## config.mk

```make
export PLATFORM = sky130hd
export DESIGN_NAME = regfile_wb_arbiter_flat
export DESIGN_NICKNAME = d
export VERILOG_FILES = /design/src/rtl/regfile_pkg.sv /design/src/rtl/regfile_wb_arbiter_if.sv /design/src/rtl/regfile_wb_arbiter_rr_arb2.sv /design/src/rtl/regfile_wb_arbiter.sv /design/src/flat_wrapper.sv
export SDC_FILE = /design/constraint.sdc
export NUM_CORES = 1
export LEC_CHECK = 0
export ABC_AREA = 1
export ABC_CLOCK_PERIOD_IN_PS = 5300
export CAP_MARGIN = 40
export CORE_AREA = 5 5 111 113
export CTS_CLUSTER_DIAMETER = 120
export CTS_CLUSTER_SIZE = 30
export DETAILED_ROUTE_END_ITERATION = 7
export DIE_AREA = 0 0 116 118
export PLACE_DENSITY = 0.7
export SYNTH_ARGS = -nofsm -noshare
export SYNTH_HDL_FRONTEND = slang
export SYNTH_HIERARCHICAL = 1
export SYNTH_SLANG_ARGS = --single-unit
```

## constraint.sdc

```tcl
create_clock -name clk -period 5.3 [get_ports clk]
set_clock_uncertainty 0.2 [all_clocks]
set_input_delay 0.795 -clock clk [delete_from_list [all_inputs] [get_ports clk]]
set_output_delay 0.795 -clock clk [all_outputs]
set_load 0.01 [all_outputs]
```

## src/rtl/regfile_pkg.sv

```systemverilog
// Shared definitions for the register-file writeback arbiter slice.
// Default widths, the hard-wired zero register and source encoding.
package regfile_pkg;

    localparam int unsigned DEF_DATA_WIDTH = 32;
    localparam int unsigned DEF_ADDR_WIDTH = 5;
    localparam int unsigned REG_ZERO       = 0;

    // Writeback source index; doubles as the round-robin "last granted" state
    typedef enum logic {
        SRC_ALU = 1'b0,
        SRC_MUL = 1'b1
    } src_e;

    // Grant vector for a given source
    function automatic logic [1:0] src_onehot(input src_e src);
        return (src == SRC_MUL) ? 2'b10 : 2'b01;
    endfunction

endpackage

```

## src/rtl/regfile_wb_arbiter_if.sv

```systemverilog
// Bundle of writeback requests, reservation/hazard checks and the
// register-file write port shared between decode, the sources and the arbiter.
interface regfile_wb_arbiter_if
    import regfile_pkg::*;
#(
    parameter int unsigned DATA_WIDTH = DEF_DATA_WIDTH,
    parameter int unsigned ADDR_WIDTH = DEF_ADDR_WIDTH
) ();

    logic                  req0_valid;
    logic [ADDR_WIDTH-1:0] req0_addr;
    logic [DATA_WIDTH-1:0] req0_data;
    logic                  req0_ready;

    logic                  req1_valid;
    logic [ADDR_WIDTH-1:0] req1_addr;
    logic [DATA_WIDTH-1:0] req1_data;
    logic                  req1_ready;

    logic                  rsv_valid;
    logic [ADDR_WIDTH-1:0] rsv_addr;
    logic                  rsv_ready;

    logic [ADDR_WIDTH-1:0] chk_a1;
    logic [ADDR_WIDTH-1:0] chk_a2;
    logic                  hazard1;
    logic                  hazard2;

    logic                  we3;
    logic [ADDR_WIDTH-1:0] a3;
    logic [DATA_WIDTH-1:0] wd3;

    modport master (
        output req0_valid, req0_addr, req0_data,
        input  req0_ready,
        output req1_valid, req1_addr, req1_data,
        input  req1_ready,
        output rsv_valid, rsv_addr,
        input  rsv_ready,
        output chk_a1, chk_a2,
        input  hazard1, hazard2,
        input  we3, a3, wd3
    );

    modport slave (
        input  req0_valid, req0_addr, req0_data,
        output req0_ready,
        input  req1_valid, req1_addr, req1_data,
        output req1_ready,
        input  rsv_valid, rsv_addr,
        output rsv_ready,
        input  chk_a1, chk_a2,
        output hazard1, hazard2,
        output we3, a3, wd3
    );

endinterface

```

## src/rtl/regfile_wb_arbiter_rr_arb2.sv

```systemverilog
// Two-way round-robin arbiter: a lone requester is granted, a tie goes to
// the source that was not granted last. State moves only on a grant.
module rr_arb2
    import regfile_pkg::*;
(
    input  logic       clk,
    input  logic       rst,
    input  logic [1:0] i_valid,
    output logic [1:0] o_grant_c
);

    src_e r_last_grant;
    src_e w_last_grant_nxt;

    // State register; reset favours req0 on the first tie
    always_ff @(posedge clk or negedge rst) begin
        if (!rst) begin
            r_last_grant <= SRC_MUL;
        end else begin
            r_last_grant <= w_last_grant_nxt;
        end
    end

    // Next-state: remember whoever transferred this cycle
    always_comb begin
        w_last_grant_nxt = r_last_grant;
        if (o_grant_c[1]) begin
            w_last_grant_nxt = SRC_MUL;
        end else if (o_grant_c[0]) begin
            w_last_grant_nxt = SRC_ALU;
        end
    end

    // Grant decode
    always_comb begin
        o_grant_c = 2'b00;
        unique case (i_valid)
            2'b01:   o_grant_c = 2'b01;
            2'b10:   o_grant_c = 2'b10;
            2'b11:   o_grant_c = ~src_onehot(r_last_grant);
            default: o_grant_c = 2'b00;
        endcase
    end

endmodule

```

## src/rtl/regfile_wb_arbiter.sv

```systemverilog
// Arbitrates the register file's single write port between the ALU and
// multi-cycle writeback paths and tracks pending writes for decode stalls.
module regfile_wb_arbiter
    import regfile_pkg::*;
#(
    parameter int unsigned DATA_WIDTH = DEF_DATA_WIDTH,
    parameter int unsigned ADDR_WIDTH = DEF_ADDR_WIDTH
) (
    input  logic          clk,
    input  logic          rst,
    regfile_wb_arbiter_if.slave bus
);

    localparam int unsigned NUM_REGS = 1 << ADDR_WIDTH;
    localparam logic [ADDR_WIDTH-1:0] ZERO_ADDR = ADDR_WIDTH'(REG_ZERO);

    logic [1:0]            w_valid;
    logic [1:0]            w_grant;
    logic                  w_xfer;
    logic                  w_wr_issue;
    logic [ADDR_WIDTH-1:0] w_sel_addr;
    logic [DATA_WIDTH-1:0] w_sel_data;
    logic                  w_rsv_ready;
    logic                  w_rsv_set;
    logic [NUM_REGS-1:0]   w_busy_nxt;

    logic                  r_we3;
    logic [ADDR_WIDTH-1:0] r_a3;
    logic [DATA_WIDTH-1:0] r_wd3;
    logic [NUM_REGS-1:0]   r_busy;

    // Requests are masked while in reset so no ready can leak out
    assign w_valid = {bus.req1_valid, bus.req0_valid} & {2{rst}};

    rr_arb2 u_arb (
        .clk       (clk),
        .rst       (rst),
        .i_valid   (w_valid),
        .o_grant_c (w_grant)
    );

    assign bus.req0_ready = w_grant[0];
    assign bus.req1_ready = w_grant[1];

    // Winner's payload; a transfer to the zero register is swallowed here
    always_comb begin
        w_xfer     = |w_grant;
        w_sel_addr = bus.req0_addr;
        w_sel_data = bus.req0_data;
        if (w_grant[1]) begin
            w_sel_addr = bus.req1_addr;
            w_sel_data = bus.req1_data;
        end
        w_wr_issue = w_xfer && (w_sel_addr != ZERO_ADDR);
    end

    // Registered write port; address/data hold when nothing is written
    always_ff @(posedge clk or negedge rst) begin
        if (!rst) begin
            r_we3 <= 1'b0;
            r_a3  <= '0;
            r_wd3 <= '0;
        end else begin
            r_we3 <= w_wr_issue;
            if (w_wr_issue) begin
                r_a3  <= w_sel_addr;
                r_wd3 <= w_sel_data;
            end
        end
    end

    assign bus.we3 = r_we3;
    assign bus.a3  = r_a3;
    assign bus.wd3 = r_wd3;

    assign w_rsv_ready   = rst & ~r_busy[bus.rsv_addr];
    assign w_rsv_set     = bus.rsv_valid && w_rsv_ready && (bus.rsv_addr != ZERO_ADDR);
    assign bus.rsv_ready = w_rsv_ready;

    // Retire on the cycle the write is presented, then apply new reservation
    always_comb begin
        w_busy_nxt = r_busy;
        if (r_we3) begin
            w_busy_nxt[r_a3] = 1'b0;
        end
        if (w_rsv_set) begin
            w_busy_nxt[bus.rsv_addr] = 1'b1;
        end
        w_busy_nxt[ZERO_ADDR] = 1'b0;
    end

    always_ff @(posedge clk or negedge rst) begin
        if (!rst) begin
            r_busy <= '0;
        end else begin
            r_busy <= w_busy_nxt;
        end
    end

    assign bus.hazard1 = r_busy[bus.chk_a1];
    assign bus.hazard2 = r_busy[bus.chk_a2];

endmodule

```

## src/flat_wrapper.sv

```systemverilog
// flat-port wrapper written by rule: the top's interface ports become plain ports
module regfile_wb_arbiter_flat import regfile_pkg::*;
#(
    parameter int unsigned DATA_WIDTH = DEF_DATA_WIDTH,
    parameter int unsigned ADDR_WIDTH = DEF_ADDR_WIDTH
)
  (clk, rst, bus_req0_valid, bus_req0_addr, bus_req0_data, bus_req0_ready, bus_req1_valid, bus_req1_addr, bus_req1_data, bus_req1_ready, bus_rsv_valid, bus_rsv_addr, bus_rsv_ready, bus_chk_a1, bus_chk_a2, bus_hazard1, bus_hazard2, bus_we3, bus_a3, bus_wd3);
  regfile_wb_arbiter_if #(.DATA_WIDTH(DATA_WIDTH), .ADDR_WIDTH(ADDR_WIDTH)) bus_i ();
  input  logic clk;
  input  logic rst;
  input wire logic [$bits(bus_i.req0_valid)-1:0] bus_req0_valid;
  input wire logic [$bits(bus_i.req0_addr)-1:0] bus_req0_addr;
  input wire logic [$bits(bus_i.req0_data)-1:0] bus_req0_data;
  output wire logic [$bits(bus_i.req0_ready)-1:0] bus_req0_ready;
  input wire logic [$bits(bus_i.req1_valid)-1:0] bus_req1_valid;
  input wire logic [$bits(bus_i.req1_addr)-1:0] bus_req1_addr;
  input wire logic [$bits(bus_i.req1_data)-1:0] bus_req1_data;
  output wire logic [$bits(bus_i.req1_ready)-1:0] bus_req1_ready;
  input wire logic [$bits(bus_i.rsv_valid)-1:0] bus_rsv_valid;
  input wire logic [$bits(bus_i.rsv_addr)-1:0] bus_rsv_addr;
  output wire logic [$bits(bus_i.rsv_ready)-1:0] bus_rsv_ready;
  input wire logic [$bits(bus_i.chk_a1)-1:0] bus_chk_a1;
  input wire logic [$bits(bus_i.chk_a2)-1:0] bus_chk_a2;
  output wire logic [$bits(bus_i.hazard1)-1:0] bus_hazard1;
  output wire logic [$bits(bus_i.hazard2)-1:0] bus_hazard2;
  output wire logic [$bits(bus_i.we3)-1:0] bus_we3;
  output wire logic [$bits(bus_i.a3)-1:0] bus_a3;
  output wire logic [$bits(bus_i.wd3)-1:0] bus_wd3;
  assign bus_i.req0_valid = bus_req0_valid;
  assign bus_i.req0_addr = bus_req0_addr;
  assign bus_i.req0_data = bus_req0_data;
  assign bus_req0_ready = bus_i.req0_ready;
  assign bus_i.req1_valid = bus_req1_valid;
  assign bus_i.req1_addr = bus_req1_addr;
  assign bus_i.req1_data = bus_req1_data;
  assign bus_req1_ready = bus_i.req1_ready;
  assign bus_i.rsv_valid = bus_rsv_valid;
  assign bus_i.rsv_addr = bus_rsv_addr;
  assign bus_rsv_ready = bus_i.rsv_ready;
  assign bus_i.chk_a1 = bus_chk_a1;
  assign bus_i.chk_a2 = bus_chk_a2;
  assign bus_hazard1 = bus_i.hazard1;
  assign bus_hazard2 = bus_i.hazard2;
  assign bus_we3 = bus_i.we3;
  assign bus_a3 = bus_i.a3;
  assign bus_wd3 = bus_i.wd3;
  regfile_wb_arbiter #(.DATA_WIDTH(DATA_WIDTH), .ADDR_WIDTH(ADDR_WIDTH)) u_core (.clk(clk), .rst(rst), .bus(bus_i));
endmodule
```

---- Yosys cells after proc, flatten, opt, wreduce, memory -nomap -nowiden ----
Index checks and enable logic that the tools add are counted.
operators by class
  multiplexer cells ....................... 18
  bitwise operators ....................... 7
  reductions and logical operators ........ 9
  equal/unequal tests ..................... 3
  $lt $le $gt $ge ......................... 6
operators by type and width
  kind                  number
  $mux W32              3
  $and A32 B32 Y32      1
  $not A32 Y32          1
  $or A32 B32 Y32       1
  $lt A5 B6 Y1 const B  4
  $bmux W1 S5           3
  $demux W1 S5          2
  $ge A5 B1 Y1 const B  2
  $reduce_bool A5 Y1    2
  $mux W1               7
  $pmux W2 S3           1
  $logic_and A1 B1 Y1   5
  $mux W5               1
  $eq A2 B2 Y1 const B  2
  $and A2 B2 Y2         1
  $eq A2 B1 Y1 const B  1
  $mux W2               1
  $not A2 Y2            1
  $reduce_bool A2 Y1    1
  $reduce_or A2 Y1      1
  $and A1 B1 Y1         1
  $not A1 Y1            1
word-level totals
  output and inout port bits .............. 43
  logic and storage cells ................. 48
  flip-flop bits (word level) ............. 70

---- Longest topological paths before layout ----
  depth after elaboration ................. 9
  depth in mapped cells ................... 15
  depth with buffers taken out ............ 13

---- Modules after synthesis ----
Netlist, hierarchy kept.
by module, submodules not included
  module              seq. area each (sq um)  area each (sq um)  cells an instance  times used
  regfile_wb_arbiter  1726.7                  4319.1             634                1
  rr_arb2             26.3                    72.6               12                 1

---- Least setup slack after synthesis ----
Ideal clock, no wire load.
  path type ............................... input -> output
  start ................................... in bus_rsv_addr[1]
  end ..................................... out bus_rsv_ready
  data arrival time ....................... 1.764 ns
  stages on the path ...................... 9
  path buffers ............................ 2
  setup slack ............................. 2.541 ns
  path through ............................ buf_6 nand2_1 inv_2 nand2_1 nand4_1 nand2_1 nand3_2 nor2_4 buf_6
between the ends
  cells in the longest elaborated chain, start to end .. 4
ends and longest elaborated chain
  item                           RTL line                  RTL
  from (decl)                    flat_wrapper.sv:20        input wire logic [$bits(bus_i.rsv_addr)-1:0] bus_rsv_addr;
  $bmux W1 S5                    regfile_wb_arbiter.sv:76  assign w_rsv_ready = rst & ~r_busy[bus.rsv_addr];
  $mux W1 (not written as such)  regfile_wb_arbiter.sv:76
  $not A1 Y1                     regfile_wb_arbiter.sv:76
  $and A1 B1 Y1                  regfile_wb_arbiter.sv:76
  to (decl)                      flat_wrapper.sv:21        output wire logic [$bits(bus_i.rsv_ready)-1:0] bus_rsv_ready;
No other way between the ends. The select of a mux whose other input is x is not followed.

---- Worst setup path in the final report ----
  start ................................... in bus_chk_a1[0]
  end ..................................... out bus_hazard1
between the ends
  cells in the longest elaborated chain, start to end .. 2
ends and longest elaborated chain
  item                           RTL line                   RTL
  from (decl)                    flat_wrapper.sv:22         input wire logic [$bits(bus_i.chk_a1)-1:0] bus_chk_a1;
  $bmux W1 S5                    regfile_wb_arbiter.sv:100  assign bus.hazard1 = r_busy[bus.chk_a1];
  $mux W1 (not written as such)  regfile_wb_arbiter.sv:100
  to (decl)                      flat_wrapper.sv:24         output wire logic [$bits(bus_i.hazard1)-1:0] bus_hazard1;
No other way between the ends. The select of a mux whose other input is x is not followed.

==> metrics.cfg <==
[worst_setup_path]
cp-start-kind = input pin
timing.critical_path.buf_inv = 3
crit_path_start = bus_chk_a1[0]
worstSetupPathType = input pin to primary output
cp_num_cells = 10
crit_end = bus_hazard1
r2r_slack_ps = 2430
cpMostUsedCell = o21ai_0
r2r-start = u_core/u_arb/r_last_grant
reg2regPathDepth = 9
worst-path-max-fanout = 16
r2r_end = u_core/bus.a3[0]
cpPeakStageDelay_ps = 760
cp-end-kind = primary output
cp.required_ps = 4300
cp_top_family = buffers and inverters
cpMaxStageDelayCell = clkdlybuf4s50_1
crit_chain = clkdlybuf4s50_1 > inv_1 > a21oi_1 > o21ai_0 > nand3_1 > o21ai_0 > o21ai_0 > nand2_1 > nand2_1 > clkdlybuf4s50_1
arrival_ps = 3150

[sta]
finalHoldViolCount = 0
finalCritPeriodShare_pct = 78.24
worst_slew_pin_slew_ps = 781.9
maxSlewViolCount = 0
max-slew-margin-rel_pct = 47.75
grt_setup_unrepaired = no
timing.hold.ws_ps = 250.1
fin_ws_ps = 1153
setup_viol = 0
tns_ps = 0
max_freq_mhz = 241.2
period_needed_ps = 4147

[synth]
synth_area_um2 = 4392
ys_warn_count = 6
avgSynthCellArea_um2 = 6.798
synthCells = 646
ys_seq_elements = 70
syn_nets = 740
ys_types = 29
yosysSeqAreaShare_pct = 39.91

[global_routing]
antenna_found_initial = 0
grt_max_degree = 60
grt_pass1_vias = 4663
grt.total_usage_pct = 22.57
grt_pass1_wl_um = 24350
grt-ovfl-total = 0

[die]
die-area_um2 = 13690
die_h_um = 118
core-area_um2 = 11220
initial_core_util_pct = 39.13
ioPinCount = 137
std_cell_rows = 39
die_w_um = 116

[status]
status = complete, no violations

[finish]
drive_gt1_share_pct = 4.021
multi_input_area_um2 = 2201
syn_to_final_growth_pct = 39.83
diodes = 0
final_common_cell = nand2_1
finalNetCount = 863
fill_cells = 1104
ff_latch_area_um2 = 1753
final_cell_mix = nand2_1 (179), o21ai_0 (138), clkdlybuf4s50_1 (135)

[pwr]
power_density_nw_per_um2 = 365.4
pwr-share-comb_pct = 31.8
p_clk_share_pct = 25.4
power_mw = 2.244
max-vdd-ir-drop_mv = 0.1566
pwr-share-seq_pct = 42.8
p_leak_nw = 2.690
internal_power_mw = 1.416
switchingPower_mw = 0.8277
sw_frac_of_total_pct = 36.89

[placed_design]
place_congestion = 0.9686
hpwl_um = 11330
dp_slack_ps = 1158
portBuffers = 136

[clock_tree]
cts_made_buffers = 9
cts_sinks = 70
root_buffer = clkbuf_16
clk_pin_slew_ps = 50
clockBufferDepth = 2
ctsResizeCount = 0
cts_setup_buffers = 0
cts_tree = yes
postCtsHoldBufs = 0
clkLatencyLatePin_ps = 330
cts_max_level = 3

[hold_path]
hp-class = input pin to async pin

[routing]
dr.pass1.iters = 5
via_per_inst = 5.312
vias = 4855
drc = 0
wl_um = 15100
drt_iter0_drc = 477
drt-wirelength-per-cell_um = 16.52
ant_nets = 0

[flow_run]
max_cap_violations = 0

state kept, by name, indices dropped and copies added (netlist names):
name / cells
u_core/bus.we3: 1
u_core/bus.a3: 5
u_core/bus.wd3: 32
u_core/r_busy: 31
u_core/u_arb/r_last_grant: 1
kinds of logic after synthesis:
| kind of cell | synth area share [%] |
|---|---|
| AND/OR/NAND/NOR | 30.03 |
| buffers and inverters | 10.40 |
| AO/OA/AOI/OAI | 19.43 |
| multiplexers | 0.2279 |
| flip-flops | 39.91 |
routing by layer:
layer / vias to the layer above / share of wire (%) / global-route usage, %
met1: 2200 / 42 / 31.03
met4: 0 / 3.2 / 8.557
li1: 2390 / - / -
met2: 238 / 43 / 32.77
met3: 27 / 11 / 7.455
met5: - / 0 / 0
power groups by stage:
stage               registers (mW)  clock network (mW)  logic [mW]
finish                       0.960               0.570       0.714
global route                 0.969               0.610       0.805
CTS                          0.946               0.587       0.718
detailed placement           0.952                   0       0.713
global placement             0.953                   0       0.697
floorplan                    0.862                   0       0.367
worst register-to-register path: stages (launching register included):
cell     delay, ps
dfstp_2        390
a21oi_4        630
o21ai_0        300
nor2_1         150
nand3_1        140
o21ai_4        230
buf_4          450
inv_2          110
nand2_1         70
o21ai_0         80
cell usage after synthesis (all sizes together):
cell	count	area, µm²
nand3b	1	7.510
a21oi	4	20.02
o211ai	3	22.52
dfstp	1	26.28
o21ai	141	709.4
o221ai	10	87.58
nand4	34	212.7
nand3	26	135.1
nand2	181	684.4
a21boi	1	7.510
mux2i	1	10.01
dfrtp	69	1727
nor3	8	51.30
inv	77	289.0
clkbuf	11	41.29
buf	19	126.4
nor2	58	227.7
o22ai	1	6.260
stage by stage:
| stage | instances | utilization [%] | instance area (µm²) |
|---|---|---|---|
| finish | 914 | 54.72 | 6141 |
| global route | 914 | 54.72 | 6141 |
| CTS | 914 | 54.72 | 6141 |
| detailed placement | 901 | 52.24 | 5863 |
| global placement | 899 | 51.75 | 5808 |
| floorplan | 646 | - | 4392 |
worst min path at each step:
stage / start / endpoint
after global routing: rst / u_core/bus.wd3[30]
after global placement: u_core/bus.wd3[17] / u_core/bus.wd3[17]
after detailed placement: u_core/bus.wd3[2] / u_core/bus.wd3[2]
after floorplan: u_core/u_arb/r_last_grant / u_core/u_arb/r_last_grant
after CTS: rst / u_core/bus.wd3[29]
final: rst / u_core/bus.wd3[29]
layout make-up:
type	count	area share, %
clock buffer	11	3.953
multi-input combinational	469	35.84
clock inverter	2	0.5705
inverter	77	4.707
tap	143	2.914
sequential	70	28.55
timing repair buffer	142	23.47
Power figures use the tool's default switching activity.
